--- src/rtl/trisc_pkg.sv ---
// Shared types and constants for the TRISC RAM arbiter: RAM geometry, port
// ownership and the RAM command bundle.
package trisc_pkg;

   localparam int ADDR_W = 4;
   localparam int DATA_W = 8;

   typedef enum logic {
      OWN_CPU = 1'b0,
      OWN_LDR = 1'b1
   } owner_t;

   typedef struct packed {
      logic [ADDR_W-1:0] addr;
      logic [DATA_W-1:0] wdata;
      logic              wren;
   } ram_cmd_t;

   localparam ram_cmd_t RAM_CMD_IDLE = '{addr: {ADDR_W{1'b0}}, wdata: {DATA_W{1'b0}}, wren: 1'b0};

endpackage

--- src/rtl/ld_addr_ptr.sv ---
// Front-panel loader address pointer: clear wins over increment, and the
// counter wraps naturally at the top of the address space.
module ld_addr_ptr #(
   parameter int ADDR_W = 4
) (
   input  logic              i_clk,
   input  logic              i_clr,
   input  logic              i_addr_clr,
   input  logic              i_inc,
   output logic [ADDR_W-1:0] o_addr
);

   logic [ADDR_W-1:0] r_addr;

   // Pointer register: system reset, loader clear, then post-access increment.
   always_ff @(posedge i_clk) begin
      if (i_clr) begin
         r_addr <= {ADDR_W{1'b0}};
      end else if (i_addr_clr) begin
         r_addr <= {ADDR_W{1'b0}};
      end else if (i_inc) begin
         r_addr <= r_addr + {{(ADDR_W-1){1'b0}}, 1'b1};
      end else begin
         r_addr <= r_addr;
      end
   end

   assign o_addr = r_addr;

endmodule

--- src/rtl/trisc_ram_arbiter.sv ---
// Arbitrates the single-port TRISC RAM between the processor datapath and the
// front-panel loader: round-robin in run mode, loader-only in load mode.
module trisc_ram_arbiter #(
   parameter int ADDR_W = 4,
   parameter int DATA_W = 8
) (
   input  logic              SysClock,
   input  logic              Clear,
   input  logic              Mode,
   input  logic              cpu_req,
   input  logic              cpu_we,
   input  logic [ADDR_W-1:0] cpu_addr,
   input  logic [DATA_W-1:0] cpu_wdata,
   output logic              cpu_gnt,
   output logic              cpu_stall,
   output logic              cpu_rvalid,
   output logic [DATA_W-1:0] cpu_rdata,
   input  logic              ld_req,
   input  logic              ld_we,
   input  logic [DATA_W-1:0] ld_wdata,
   input  logic              ld_addr_clr,
   output logic              ld_gnt,
   output logic              ld_rvalid,
   output logic [DATA_W-1:0] ld_rdata,
   output logic [ADDR_W-1:0] ld_addr,
   output logic [ADDR_W-1:0] ram_addr,
   output logic [DATA_W-1:0] ram_wdata,
   output logic              ram_wren,
   input  logic [DATA_W-1:0] ram_q
);

   import trisc_pkg::*;

   owner_t            r_last_owner;
   logic              r_cpu_rvalid;
   logic              r_ld_rvalid;
   logic              w_cpu_gnt;
   logic              w_ld_gnt;
   logic [ADDR_W-1:0] w_ld_addr;
   ram_cmd_t          w_cmd;

   ld_addr_ptr #(
      .ADDR_W (ADDR_W)
   ) u_ld_addr_ptr (
      .i_clk      (SysClock),
      .i_clr      (Clear),
      .i_addr_clr (ld_addr_clr),
      .i_inc      (w_ld_gnt),
      .o_addr     (w_ld_addr)
   );

   // Grant decision; on a run-mode conflict the port that did not own the last access wins.
   always_comb begin
      w_cpu_gnt = 1'b0;
      w_ld_gnt  = 1'b0;
      if (Clear) begin
         w_cpu_gnt = 1'b0;
         w_ld_gnt  = 1'b0;
      end else if (Mode) begin
         w_ld_gnt  = ld_req;
      end else if (cpu_req && ld_req) begin
         w_cpu_gnt = (r_last_owner == OWN_LDR);
         w_ld_gnt  = (r_last_owner == OWN_CPU);
      end else begin
         w_cpu_gnt = cpu_req;
         w_ld_gnt  = ld_req;
      end
   end

   // RAM command mux; an idle cycle drives an all-zero command.
   always_comb begin
      w_cmd = RAM_CMD_IDLE;
      case ({w_cpu_gnt, w_ld_gnt})
         2'b10: w_cmd = '{addr: cpu_addr, wdata: cpu_wdata, wren: cpu_we};
         2'b01: w_cmd = '{addr: w_ld_addr, wdata: ld_wdata, wren: ld_we};
         default: w_cmd = RAM_CMD_IDLE;
      endcase
   end

   // Last owner resets to the loader so the CPU wins the first conflict.
   always_ff @(posedge SysClock) begin
      if (Clear) begin
         r_last_owner <= OWN_LDR;
      end else if (w_cpu_gnt) begin
         r_last_owner <= OWN_CPU;
      end else if (w_ld_gnt) begin
         r_last_owner <= OWN_LDR;
      end else begin
         r_last_owner <= r_last_owner;
      end
   end

   // Read-return flags follow the port that was granted, independent of later mode changes.
   always_ff @(posedge SysClock) begin
      if (Clear) begin
         r_cpu_rvalid <= 1'b0;
         r_ld_rvalid  <= 1'b0;
      end else begin
         r_cpu_rvalid <= w_cpu_gnt & ~cpu_we;
         r_ld_rvalid  <= w_ld_gnt & ~ld_we;
      end
   end

   // A Clear arriving while a read is returning cancels that return immediately.
   assign cpu_rvalid = r_cpu_rvalid & ~Clear;
   assign ld_rvalid  = r_ld_rvalid & ~Clear;
   assign cpu_rdata  = ram_q;
   assign ld_rdata   = ram_q;
   assign cpu_gnt    = w_cpu_gnt;
   assign ld_gnt     = w_ld_gnt;
   assign cpu_stall  = cpu_req & ~w_cpu_gnt;
   assign ld_addr    = w_ld_addr;
   assign ram_addr   = w_cmd.addr;
   assign ram_wdata  = w_cmd.wdata;
   assign ram_wren   = w_cmd.wren;

endmodule

--- config.mk ---
export PLATFORM = sky130hd
export DESIGN_NAME = trisc_ram_arbiter
export DESIGN_NICKNAME = d
export VERILOG_FILES = /design/src/rtl/trisc_pkg.sv /design/src/rtl/ld_addr_ptr.sv /design/src/rtl/trisc_ram_arbiter.sv
export SDC_FILE = /design/constraint.sdc
export NUM_CORES = 1
export LEC_CHECK = 0
export ABC_AREA = 1
export CAP_MARGIN = 20
export CELL_PAD_IN_SITES_DETAIL_PLACEMENT = 1
export CELL_PAD_IN_SITES_GLOBAL_PLACEMENT = 2
export CORE_MARGIN = 1
export CORE_UTILIZATION = 12
export CTS_BUF_LIST = sky130_fd_sc_hd__clkbuf_4 sky130_fd_sc_hd__clkbuf_8
export CTS_CLUSTER_SIZE = 30
export DETAILED_ROUTE_END_ITERATION = 16
export PLACE_DENSITY = 0.76
export SKIP_LAST_GASP = 1
export SLEW_MARGIN = 15
export SYNTH_ARGS = -nofsm -noshare
export SYNTH_HDL_FRONTEND = slang
export SYNTH_SLANG_ARGS = --single-unit
--- constraint.sdc ---
create_clock -name SysClock -period 2.9 [get_ports SysClock]
set_input_delay 0.725 -clock SysClock [delete_from_list [all_inputs] [get_ports SysClock]]
set_output_delay 0.725 -clock SysClock [all_outputs]
set_load 0.02 [all_outputs]
* Word-level counts from Yosys, hierarchy flattened *
Index checks and enable logic that the tools add are counted.

word-level totals
  output and inout bits = 38
  flip-flop bits (word level) = 7
  logic and storage cells = 29

operators by class
  eq/ne operators = 2
  bitwise logic cells = 10
  reduce and logical (&&, ||, !) cells = 3
  muxes and demuxes = 9
  add/sub/neg operators = 1

operator list
  operator                                                          count
  13-bit case mux with 2 select lines                               1
  1-bit 2-to-1 mux                                                  8
  1-bit AND                                                         5
  1-bit NOT                                                         5
  4-bit by 1-bit adder with 4-bit output (second input constant)    1
  2-bit by 1-bit == test with 1-bit output (second input constant)  1
  2-bit == test (second input constant)                             1
  2-bit nonzero test                                                1
  2-bit OR reduction                                                1
  1-bit logical AND                                                 1

* Depth between registers and ports, before layout *
Gate-level depths: netlist of run 1.

  word-level depth = 6
  mapped depth = 9
  depth with buffers taken out = 8

* Cells and area by module *
Synthesis of run 1 repeated with hierarchy kept, for this count alone.

unflattened totals
  cell total of the unflattened synthesis = 112
  area, all modules = 725.7 um^2

by module, submodules not included
  module             area an instance (um^2)  cells each  times used
  trisc_ram_arbiter  556.8                    90          1
  ld_addr_ptr        168.9                    22          1

* Worst setup path before layout of run 1 *
Ideal clock, no wire load.

  kind = input -> output
  start = input ld_req
  end = output ram_addr[0]
  data arrival time = 2.090 ns
  cell stages on the path = 9
  slack = 0.085 ns
  data required time = 2.175 ns
  cells stage by stage = inv_2 > o21ai_0 > nor2_1 > nand2_1 > inv_1 > ha_1 > buf_2 > nand2_1 > a21oi_1

on the way
  longest elaborated chain between the ends = 6

RTL lines
  element                                                                           line                     source
  from (decl)                                                                       trisc_ram_arbiter.sv:18  input logic ld_req,
  1-bit logical AND (*)                                                             trisc_ram_arbiter.sv:61  end else if (cpu_req && ld_req) begin
  1-bit 2-to-1 mux (*)                                                              trisc_ram_arbiter.sv:61
  1-bit 2-to-1 mux (*)                                                              trisc_ram_arbiter.sv:59  end else if (Mode) begin
  1-bit 2-to-1 mux (*)                                                              trisc_ram_arbiter.sv:56  if (Clear) begin
  net cpu_gnt                                                                       trisc_ram_arbiter.sv:14  output logic cpu_gnt,
  2-bit by 1-bit == test with 1-bit output / 2-bit == test (equally long branches)  trisc_ram_arbiter.sv:73  case ({w_cpu_gnt, w_ld_gnt})
  13-bit case mux with 2 select lines (*)                                           trisc_ram_arbiter.sv:73
  to (decl)                                                                         trisc_ram_arbiter.sv:26  output logic [ADDR_W-1:0] ram_addr,

Mark *: on every way through the listed nets, which the timed path passes. The rest lies on a longest branch.

* Worst setup path in the final report of run 1 *
  start = input ld_req
  end = output ram_addr[3]

on the way
  longest elaborated chain between the ends = 6

RTL lines
  element                                                                           line
  1-bit logical AND                                                                 trisc_ram_arbiter.sv:61
  1-bit 2-to-1 mux                                                                  trisc_ram_arbiter.sv:61
  1-bit 2-to-1 mux                                                                  trisc_ram_arbiter.sv:59
  1-bit 2-to-1 mux                                                                  trisc_ram_arbiter.sv:56
  2-bit by 1-bit == test with 1-bit output / 2-bit == test (equally long branches)  trisc_ram_arbiter.sv:73
  13-bit case mux with 2 select lines (*)                                           trisc_ram_arbiter.sv:73

Every way passes the cells marked *; elsewhere a longest branch is shown, timed or not.

==> metrics, run 1 <==
CP Max Fanout 8; Antenna Cells 0; fin crit period 2.79 ns; CP max stage delay 0.29 ns; hold-fix buffers at CTS 0; I/O pin count 74; height of the die 78.6 µm; Std-Cell Core Area 5570 µm²; maximum VDD drop 93.0 µV; worst rel slew slack 81.7%; Post-DRT Antenna Nets 0; HP Class reg2reg; PnR worst setup slack 0.113 ns; Sink Count 7; Setup Slack @ Placement -0.735 ns; DR WL/cell 10.6 µm; # port buffers 49; WP data arrival 2.06 ns; clock buffer depth 2; Tightest Pin Transition 0.274 ns; TritonCTS clock tree done; All-Layer GR Usage 8.88%; cell area after synthesis 704 µm²; flops & latches, synth 7; Crit path top cell by count buf_6; die width 78.6 µm; Max Clk Rate 359 MHz; Critical Path Start Type primary input; CP Capture Type output pin; Yosys Warn Count 0; vias per cell 3.61; post-synthesis cell count 113; Reg area 140 µm²; starting density of the core 12.6%; Setup Crit Path Kind in2out; largest net degree at the start of global routing 14; WP data required 2.17 ns; Post-Route Skew 0.00202 ns; RSZ-0062 raised after global routing true; vias in the first global route 870; Nets 210; CTS clk-pin slew, worst paths 0.04 ns; DR pass1 iterations 2; share of cells above drive strength 1 38.5%; Layout area overhead 102%; worst-skew pair later-pin latency 0.23 ns; via count 869; H-tree levels 1; Post-Synthesis Net Count 153; slowest CP cell ha_4; DP Wirelength 1.85 mm; DRC 0; root buffer cell clkbuf_8; register area share after synthesis 19.9%; GPL Wtd Cong 0.667; total gr overflow 0; drt initial violations 12; status finished clean; post-synth cell types 22; Final Hold Fails 0; Critical Path, Cell by Cell buf_6 -> inv_4 -> o21ai_2 -> nor2_2 -> nand2_2 -> ha_4 -> clkinvlp_4 -> buf_6 -> a21oi_2 -> buf_4; Tcrit/Tclk final 96.1%; mean post-synth cell area 6.23 µm²; drt total wl 2.54 mm; max-slew violation total from the final report 0; final setup fails 0; CTS Buf Count 3; maxcap violations 0; row cnt 27; initial antenna violation count 0; Leak 0.580 nW; area of the multi-input gates 449 µm²; Fillers 673; power per cell area 278 nW/µm²; global-route wire length before repair 4.15 mm; total chip power 397 µW; full die area 6180 µm²
-- power by group --
| part | internal, mW | total [mW] | switching, mW |
|---|---|---|---|
| logic | 0.0832 | 0.146 | 0.0630 |
| registers | 0.0998 | 0.103 | 0.00332 |
| clock network | 0.104 | 0.147 | 0.0430 |
-- worst paths after layout --
check / startpoint / end / slack (ns) / cells past startpoint
setup / recovery: ld_req / ram_addr[3] / 0.11 / 10
hold / removal: u_ld_addr_ptr.o_addr[1] / u_ld_addr_ptr.o_addr[1] / 0.55 / 2
setup reg to reg: r_last_owner / r_last_owner / 1.68 / 6
hold reg to reg: u_ld_addr_ptr.o_addr[1] / u_ld_addr_ptr.o_addr[1] / 0.55 / 2
-- timing repair --
action,in CTS,in global routing
gates resized for setup,84,12
endpoints found under the setup margin,16,14
pin swaps,6,5
buffers inserted,8,2
-- cell usage in the layout, fill, tap and decap left out, types with 2 or more instances in the layout --
master | netlist | routed
a21oi_1 | 14 | 6
a21oi_2 | 0 | 7
buf_12 | 0 | 2
buf_2 | 2 | 5
buf_4 | 16 | 22
buf_6 | 0 | 7
clkbuf_2 | 0 | 3
clkbuf_8 | 0 | 3
clkdlybuf4s50_1 | 0 | 32
dfxtp_1 | 7 | 7
ha_1 | 4 | 3
inv_1 | 10 | 9
inv_4 | 1 | 2
nand2_1 | 33 | 32
nand2_2 | 2 | 3
nor2_1 | 11 | 10
nor2_2 | 1 | 2
-- metal layers --
layer / vias to the layer above / track usage (%) / wire, µm
met2: 28 / 13.8 / 1170
met5: - / 0 / 0
met1: 388 / 11.1 / 1150
li1: 449 / - / -
met4: 0 / 3.52 / 39
met3: 4 / 3.02 / 189
-- cell families (layout without fill, tap and decap cells) --
| family | count (synthesis) | count (layout) | share of synthesized area [%] |
|---|---|---|---|
| xor+xnor | 1 | 1 | 1.24 |
| buf+inv | 31 | 87 | 25.8 |
| compound gates | 18 | 18 | 13.7 |
| fa+ha+maj | 4 | 4 | 7.11 |
| flops | 7 | 7 | 19.9 |
| simple gates | 52 | 52 | 32.3 |
-- cells in the mapped netlist (all sizes together) --
| cell | instances | share of area [%] |
|---|---|---|
| nand4 | 1 | 0.89 |
| buf | 18 | 18 |
| xor2 | 1 | 1.2 |
| inv | 12 | 6.8 |
| nor2 | 13 | 8.3 |
| ha | 4 | 7.1 |
| nand3 | 2 | 2.1 |
| o21ai | 3 | 2.1 |
| a21oi | 14 | 9.9 |
| a21boi | 1 | 1.6 |
| nand2 | 36 | 21 |
| dfxtp | 7 | 20 |
| clkbuf | 1 | 0.53 |
-- per-stage QoR --
stage | setup TNS, ns | util, % | hold slack, ns | std cells | cell area [µm²]
after floorplan | 0 | - | 0.469 | 113 | 704
after global placement | -9.71 | 22.7 | 0.505 | 227 | 1270
after detailed placement | -9.92 | 22.7 | 0.515 | 227 | 1270
after CTS | 0 | 25.0 | 0.558 | 239 | 1390
after global routing | -0.00438 | 25.6 | 0.597 | 241 | 1430
final | 0 | 25.6 | 0.551 | 241 | 1430
-- final cells by class --
type / count / share of cell area (%)
well taps: 72 / 6.32
multi-input cells: 75 / 31.5
flip-flops and latches: 7 / 9.82
inverters: 12 / 3.77
clock buffers: 4 / 3.42
repair buffers: 71 / 45.2
-- flip-flops by register name (all words and copies together), names as in the netlist --
register / cells
r_cpu_rvalid: 1
u_ld_addr_ptr.o_addr: 4
r_ld_rvalid: 1
r_last_owner: 1
-- critical path: cells and delay by family --
kind	cells	cell delay (ns)
and+or+nand+nor	2	0.23
AOI/OAI and AO/OA	2	0.16
adders and majority gates	1	0.29
buffers and inverters	5	0.66
Note: power is estimated with default switching activity, not from simulation.
==> inputs of run 2 (changes only) <==
--- a/config.mk
+++ b/config.mk
@@ -5,12 +5,11 @@
 export SDC_FILE = /design/constraint.sdc
 export NUM_CORES = 1
 export LEC_CHECK = 0
-export ABC_AREA = 1
 export CAP_MARGIN = 20
 export CELL_PAD_IN_SITES_DETAIL_PLACEMENT = 1
 export CELL_PAD_IN_SITES_GLOBAL_PLACEMENT = 2
 export CORE_MARGIN = 1
-export CORE_UTILIZATION = 12
+export CORE_UTILIZATION = 13
 export CTS_BUF_LIST = sky130_fd_sc_hd__clkbuf_4 sky130_fd_sc_hd__clkbuf_8
 export CTS_CLUSTER_SIZE = 30
 export DETAILED_ROUTE_END_ITERATION = 16
==> metrics, run 2 <==
status finished clean; vias per cell 3.95; maxcap violations 0; r2r startpoint r_last_owner; starting density of the core 13.6%; Async SR Flop Fraction 0%; TritonCTS clock tree done; cell taking the most area after synthesis dfxtp_1; Critical Path Start Type primary input; CP Capture Type output pin; drt initial violations 14; CTS Buf Count 3; max-slew violation total from the final report 0; worst hold stages 2; die width 75.7 µm; Largest register FFs 4; hold path startpoint u_ld_addr_ptr.o_addr[3]; worst rel slew slack 82.9%; sink of the worst hold path u_ld_addr_ptr.o_addr[3]; initial antenna violation count 0; hold-fix buffers at CTS 0; root buffer cell clkbuf_8; Max Clk Rate 360 MHz; DRC 0; CP Max Fanout 4; vias in the first global route 875; row cnt 26; top cell type's share of synthesized area 19.9%; r2r endpoint r_last_owner; register area share after synthesis 19.9%; PnR worst setup slack 0.122 ns; CTS clk-pin slew, worst paths 0.04 ns; fin crit period 2.78 ns; RSZ-0062 raised after global routing false; clock buffer depth 2; number of enable flip-flop cells after synthesis 0; Std-Cell Core Area 5170 µm²; Post-Route Skew 0.00153 ns; Final Instance Area 1440 µm²; dpl cell area 1280 µm²; ys flop type dfxtp_1; Post-DRT Antenna Nets 0; maximum VDD drop 118 µV; Post-Synthesis Net Count 130; power per cell area 271 nW/µm²; top cells by area, synth dfxtp_1, buf_4, nor2b_1; Antenna Cells 0; Leak 0.556 nW; WP data arrival 2.05 ns; DR pass1 iterations 2; # port buffers 49; Yosys Warn Count 0; HP Class reg2reg; flops & latches, synth 7; Setup Crit Path Kind in2out; I/O pin count 74; Setup Slack @ Placement -0.821 ns; Sink Count 7; global-route wire length before repair 4.18 mm; total gr overflow 0; Synth top cells by count buf_4, nor2b_1, a22oi_1; final setup fails 0; Nets 184; WP data required 2.17 ns; reg2reg setup slack 1.39 ns; Tightest Pin Transition 0.255 ns; Register-to-Register Path Depth 6; Layout area overhead 104%; Final Hold Fails 0; H-tree levels 1; via count 841; DR WL/cell 12.8 µm; post-synthesis cell count 90; drt total wl 2.74 mm; worst-skew pair later-pin latency 0.23 ns; mean post-synth cell area 7.84 µm²; height of the die 75.7 µm; GPL Wtd Cong 0.641; All-Layer GR Usage 9.76%; full die area 5730 µm²; largest net degree at the start of global routing 14; most common cell after layout, fill and taps aside clkdlybuf4s50_1; DP Wirelength 2.03 mm; share of cells above drive strength 1 52.4%; cell area after synthesis 706 µm²; post-synth cell types 26; most frequent cells in the layout clkdlybuf4s50_1, buf_4, nor2b_2, a22oi_2, dfxtp_1; Tcrit/Tclk final 95.8%
==> run 2: cell count changes after synthesis, moves of 2 or more <==
cell      previous run  this run
nand2_1             33         1
nor2b_1              0        16
a22oi_1              0        13
a21oi_1             14         4
nor2_1              11         2
inv_1               10         2
and2b_1              0         2
buf_2                2         0
clkbuf_1             1         3
nand2_2              2         0
nor3_1               0         2
o31ai_1              0         2
or4_1                0         2
==> run 2: cell type report <==
type,instances,area (µm²)
fillers,603,3730
well taps,70,87.6
repair buffers,69,606
inverters,3,11.3
clock buffers,4,48.8
flip-flops and latches,7,140
multi-input cells,60,549
==> run 2: kinds of logic after synthesis <==
| family | after synthesis | synth area share, % |
|---|---|---|
| flops | 7 | 19.9 |
| compound gates | 22 | 21.3 |
| fa+ha+maj | 4 | 7.09 |
| buf+inv | 23 | 21.8 |
| simple gates | 34 | 30.0 |
==> run 2: routing by layer <==
metal  vias to the layer above  global-route usage [%]  part of all wire [%]
li1                        406                       -                     -
met1                       403                    11.1                    38
met2                        26                    16.6                    54
met3                         6                    3.84                   7.7
met4                         0                    3.50                  0.99
met5                         -                       0                     0
==> run 2: worst max-delay path by stage <==
stage / startpoint / to / cells after the start
after floorplan: ld_req / ram_wdata[0] / 7
after global placement: cpu_req / ram_addr[3] / 7
after detailed placement: cpu_req / ram_wdata[3] / 7
after CTS: ld_req / ram_addr[0] / 9
after global routing: ld_req / ram_addr[1] / 9
final: ld_req / ram_wdata[2] / 9
==> run 2: critical path, stage by stage <==
cell and delay, ns:
buf_2 0.11, and2b_2 0.21, nor3_4 0.17, inv_2 0.11
ha_4 0.19, buf_4 0.14, a22oi_2 0.18, nor2b_2 0.05
buf_2 0.15
==> run 2: repair_timing <==
item | CTS | global route
pin swaps | 8 | 3
gates resized for setup | 93 | 12
setup buffers | 8 | 2
setup endpoints to repair | 18 | 14
endpoints found under the hold margin | 0 | 0
cloned | 0 | 0
==> run 2: stage by stage <==
stage / std cells / util (%) / power (mW) / hold WS, ns / TNS, ns
2_1_floorplan: 90 / - / 0.183 / 0.561 / 0
3_3_place_gp: 200 / 24.8 / 0.224 / 0.484 / -10.48
3_5_place_dp: 200 / 24.8 / 0.227 / 0.502 / -11.18
4_1_cts: 211 / 27.6 / 0.395 / 0.518 / -0.0615
5_1_grt: 213 / 27.9 / 0.417 / 0.562 / 0
6_report: 213 / 27.9 / 0.392 / 0.522 / 0
==> run 2: report_power, final <==
part           switching [mW]  leakage (nW)  internal, mW
clock                  0.0445        0.0262         0.105
sequential            0.00149        0.0568        0.0986
combinational          0.0576         0.473        0.0846
==> inputs of run 3 (changes only) <==
--- a/config.mk
+++ b/config.mk
@@ -8,12 +8,13 @@
 export CAP_MARGIN = 20
 export CELL_PAD_IN_SITES_DETAIL_PLACEMENT = 1
 export CELL_PAD_IN_SITES_GLOBAL_PLACEMENT = 2
+export CORE_ASPECT_RATIO = 2
 export CORE_MARGIN = 1
 export CORE_UTILIZATION = 13
 export CTS_BUF_LIST = sky130_fd_sc_hd__clkbuf_4 sky130_fd_sc_hd__clkbuf_8
 export CTS_CLUSTER_SIZE = 30
 export DETAILED_ROUTE_END_ITERATION = 16
-export PLACE_DENSITY = 0.76
+export PLACE_DENSITY = 0.89
 export SKIP_LAST_GASP = 1
 export SLEW_MARGIN = 15
 export SYNTH_ARGS = -nofsm -noshare
==> metrics, run 3 (synthesized netlist as in run 2, its figures left out) <==
DRC 0; Comb power frac 36.8%; DP Wirelength 1.95 mm; # port buffers 49; Register-to-Register Path Depth 6; CTS Buf Count 3; H-tree levels 1; r2r startpoint r_last_owner; total gr overflow 0; via count 833; power per cell area 277 nW/µm²; slowest CP cell clkdlybuf4s15_1; starting density of the core 13.6%; worst rel slew slack 83.4%; Max Clk Rate 359 MHz; Hold WS 0.510 ns; Largest register FFs 4; r2r endpoint r_last_owner; CP Capture Type output pin; Layout area overhead 107%; vias per cell 4.23; row cnt 37; RSZ-0062 raised after global routing false; Tightest Pin Transition 0.249 ns; hold-fix buffers at CTS 0; Setup Slack @ Placement -0.698 ns; vias in the first global route 903; CP Max Fanout 13; Sink Count 7; fin util 28.1%; Net Switching 111 µW; Post-Route Skew 0.00211 ns; most common cell after layout, fill and taps aside clkdlybuf4s50_1; share of cells above drive strength 1 49.6%; HP Class reg2reg; largest net degree at the start of global routing 14; maximum VDD drop 201 µV; Antenna Cells 0; Leak 0.546 nW; max-slew violation total from the final report 0; worst-skew pair later-pin latency 0.24 ns; global-route wire length before repair 4.18 mm; DR WL/cell 14.4 µm; reg2reg setup slack 1.44 ns; PnR worst setup slack 0.111 ns; clock share of power 38.4%; Critical Path, Cell by Cell clkdlybuf4s15_1 -> nand2b_4 -> nor3_4 -> inv_2 -> ha_4 -> buf_12 -> nor2b_2 -> buf_4; sequential share of power 24.8%; Final Hold Fails 0; full die area 5740 µm²; WP data required 2.17 ns; root buffer cell clkbuf_8; initial antenna violation count 0; Internal Power 293 µW; fin crit period 2.79 ns; height of the die 106 µm; Bufs and invs on worst path 4; crit-path leading delay family buffers and inverters; crit path from cpu_req; GPL Wtd Cong 0.715; die width 54.1 µm; All-Layer GR Usage 10.2%; CP Depth 8; Post-DRT Antenna Nets 0; TritonCTS clock tree done; sw frac 27.5%; Setup Crit Path Kind in2out; CTS clk-pin slew, worst paths 0.04 ns; drt total wl 2.85 mm; Fillers 606; I/O pin count 74; CP max stage delay 0.26 ns; worst hold stages 2; status finished clean; Critical Path Start Type primary input; DR pass1 iterations 2; clock buffer depth 2; CP endpoint ram_wdata[2]; Nets 180; WP data arrival 2.06 ns; Tcrit/Tclk final 96.2%; final setup fails 0; Std-Cell Core Area 5180 µm²; maxcap violations 0; drt initial violations 2; most frequent cells in the layout clkdlybuf4s50_1, buf_4, a22oi_2
## run 3: cell types whose count changed in the layout (fill, tap and decap cells not counted), sizes merged
cell,delta
buf,-5
clkdlybuf4s50,+1
## run 3: tightest hold or removal path, stage by stage, from the launching register on
cell and delay, ns:
dfxtp_1 0.33, o31ai_1 0.07, a21oi_1 0.06
## run 3: power groups by stage
stage / registers [mW] / logic, mW / clock network, mW
2_1_floorplan: 0.102 / 0.0808 / 0
3_3_place_gp: 0.102 / 0.130 / 0
3_5_place_dp: 0.102 / 0.131 / 0
4_1_cts: 0.100 / 0.149 / 0.158
5_1_grt: 0.100 / 0.159 / 0.161
6_report: 0.100 / 0.149 / 0.155
## run 3: through the flow
stage	area [µm²]	power [mW]	TNS (ns)	cells
floorplan	742	0.183	0	90
global route	1460	0.420	0	197
CTS	1460	0.408	0	196
global placement	1290	0.231	-8.86	189
finish	1460	0.404	0	197
detailed placement	1290	0.233	-9.57	189
## run 3: how the worst min path moves through the flow
stage                                       start                      end  slack, ns
after global routing      u_ld_addr_ptr.o_addr[3]  u_ld_addr_ptr.o_addr[3]       0.56
after global placement    u_ld_addr_ptr.o_addr[2]  u_ld_addr_ptr.o_addr[2]       0.50
after floorplan           u_ld_addr_ptr.o_addr[3]  u_ld_addr_ptr.o_addr[3]       0.56
after CTS                 u_ld_addr_ptr.o_addr[3]  u_ld_addr_ptr.o_addr[3]       0.52
after detailed placement  u_ld_addr_ptr.o_addr[3]  u_ld_addr_ptr.o_addr[3]       0.50
final                     u_ld_addr_ptr.o_addr[3]  u_ld_addr_ptr.o_addr[3]       0.51
## run 3: final cells by class
cell class | instances | area (µm²) | area share, %
timing repair buffer | 65 | 621 | 42.6
multi-input combinational | 60 | 564 | 38.7
sequential | 7 | 140 | 9.61
tap | 58 | 72.6 | 4.98
clock buffer | 4 | 48.8 | 3.35
inverter | 3 | 11.3 | 0.773
## run 3: metal layers
metal  routed length, µm  global-route usage, %
met1                 944                   9.48
met2                1580                   19.0
met3                 252                   1.00
met4                  72                   6.78
met5                   0                      0
## run 3: what timing repair did
| item | 4_1_cts | 5_1_grt |
|---|---|---|
| pin swaps | 6 | 1 |
| gates cloned | 1 | 0 |
| setup endpoints to repair | 17 | 13 |
| resized for setup | 100 | 6 |
| setup buffers | 3 | 1 |
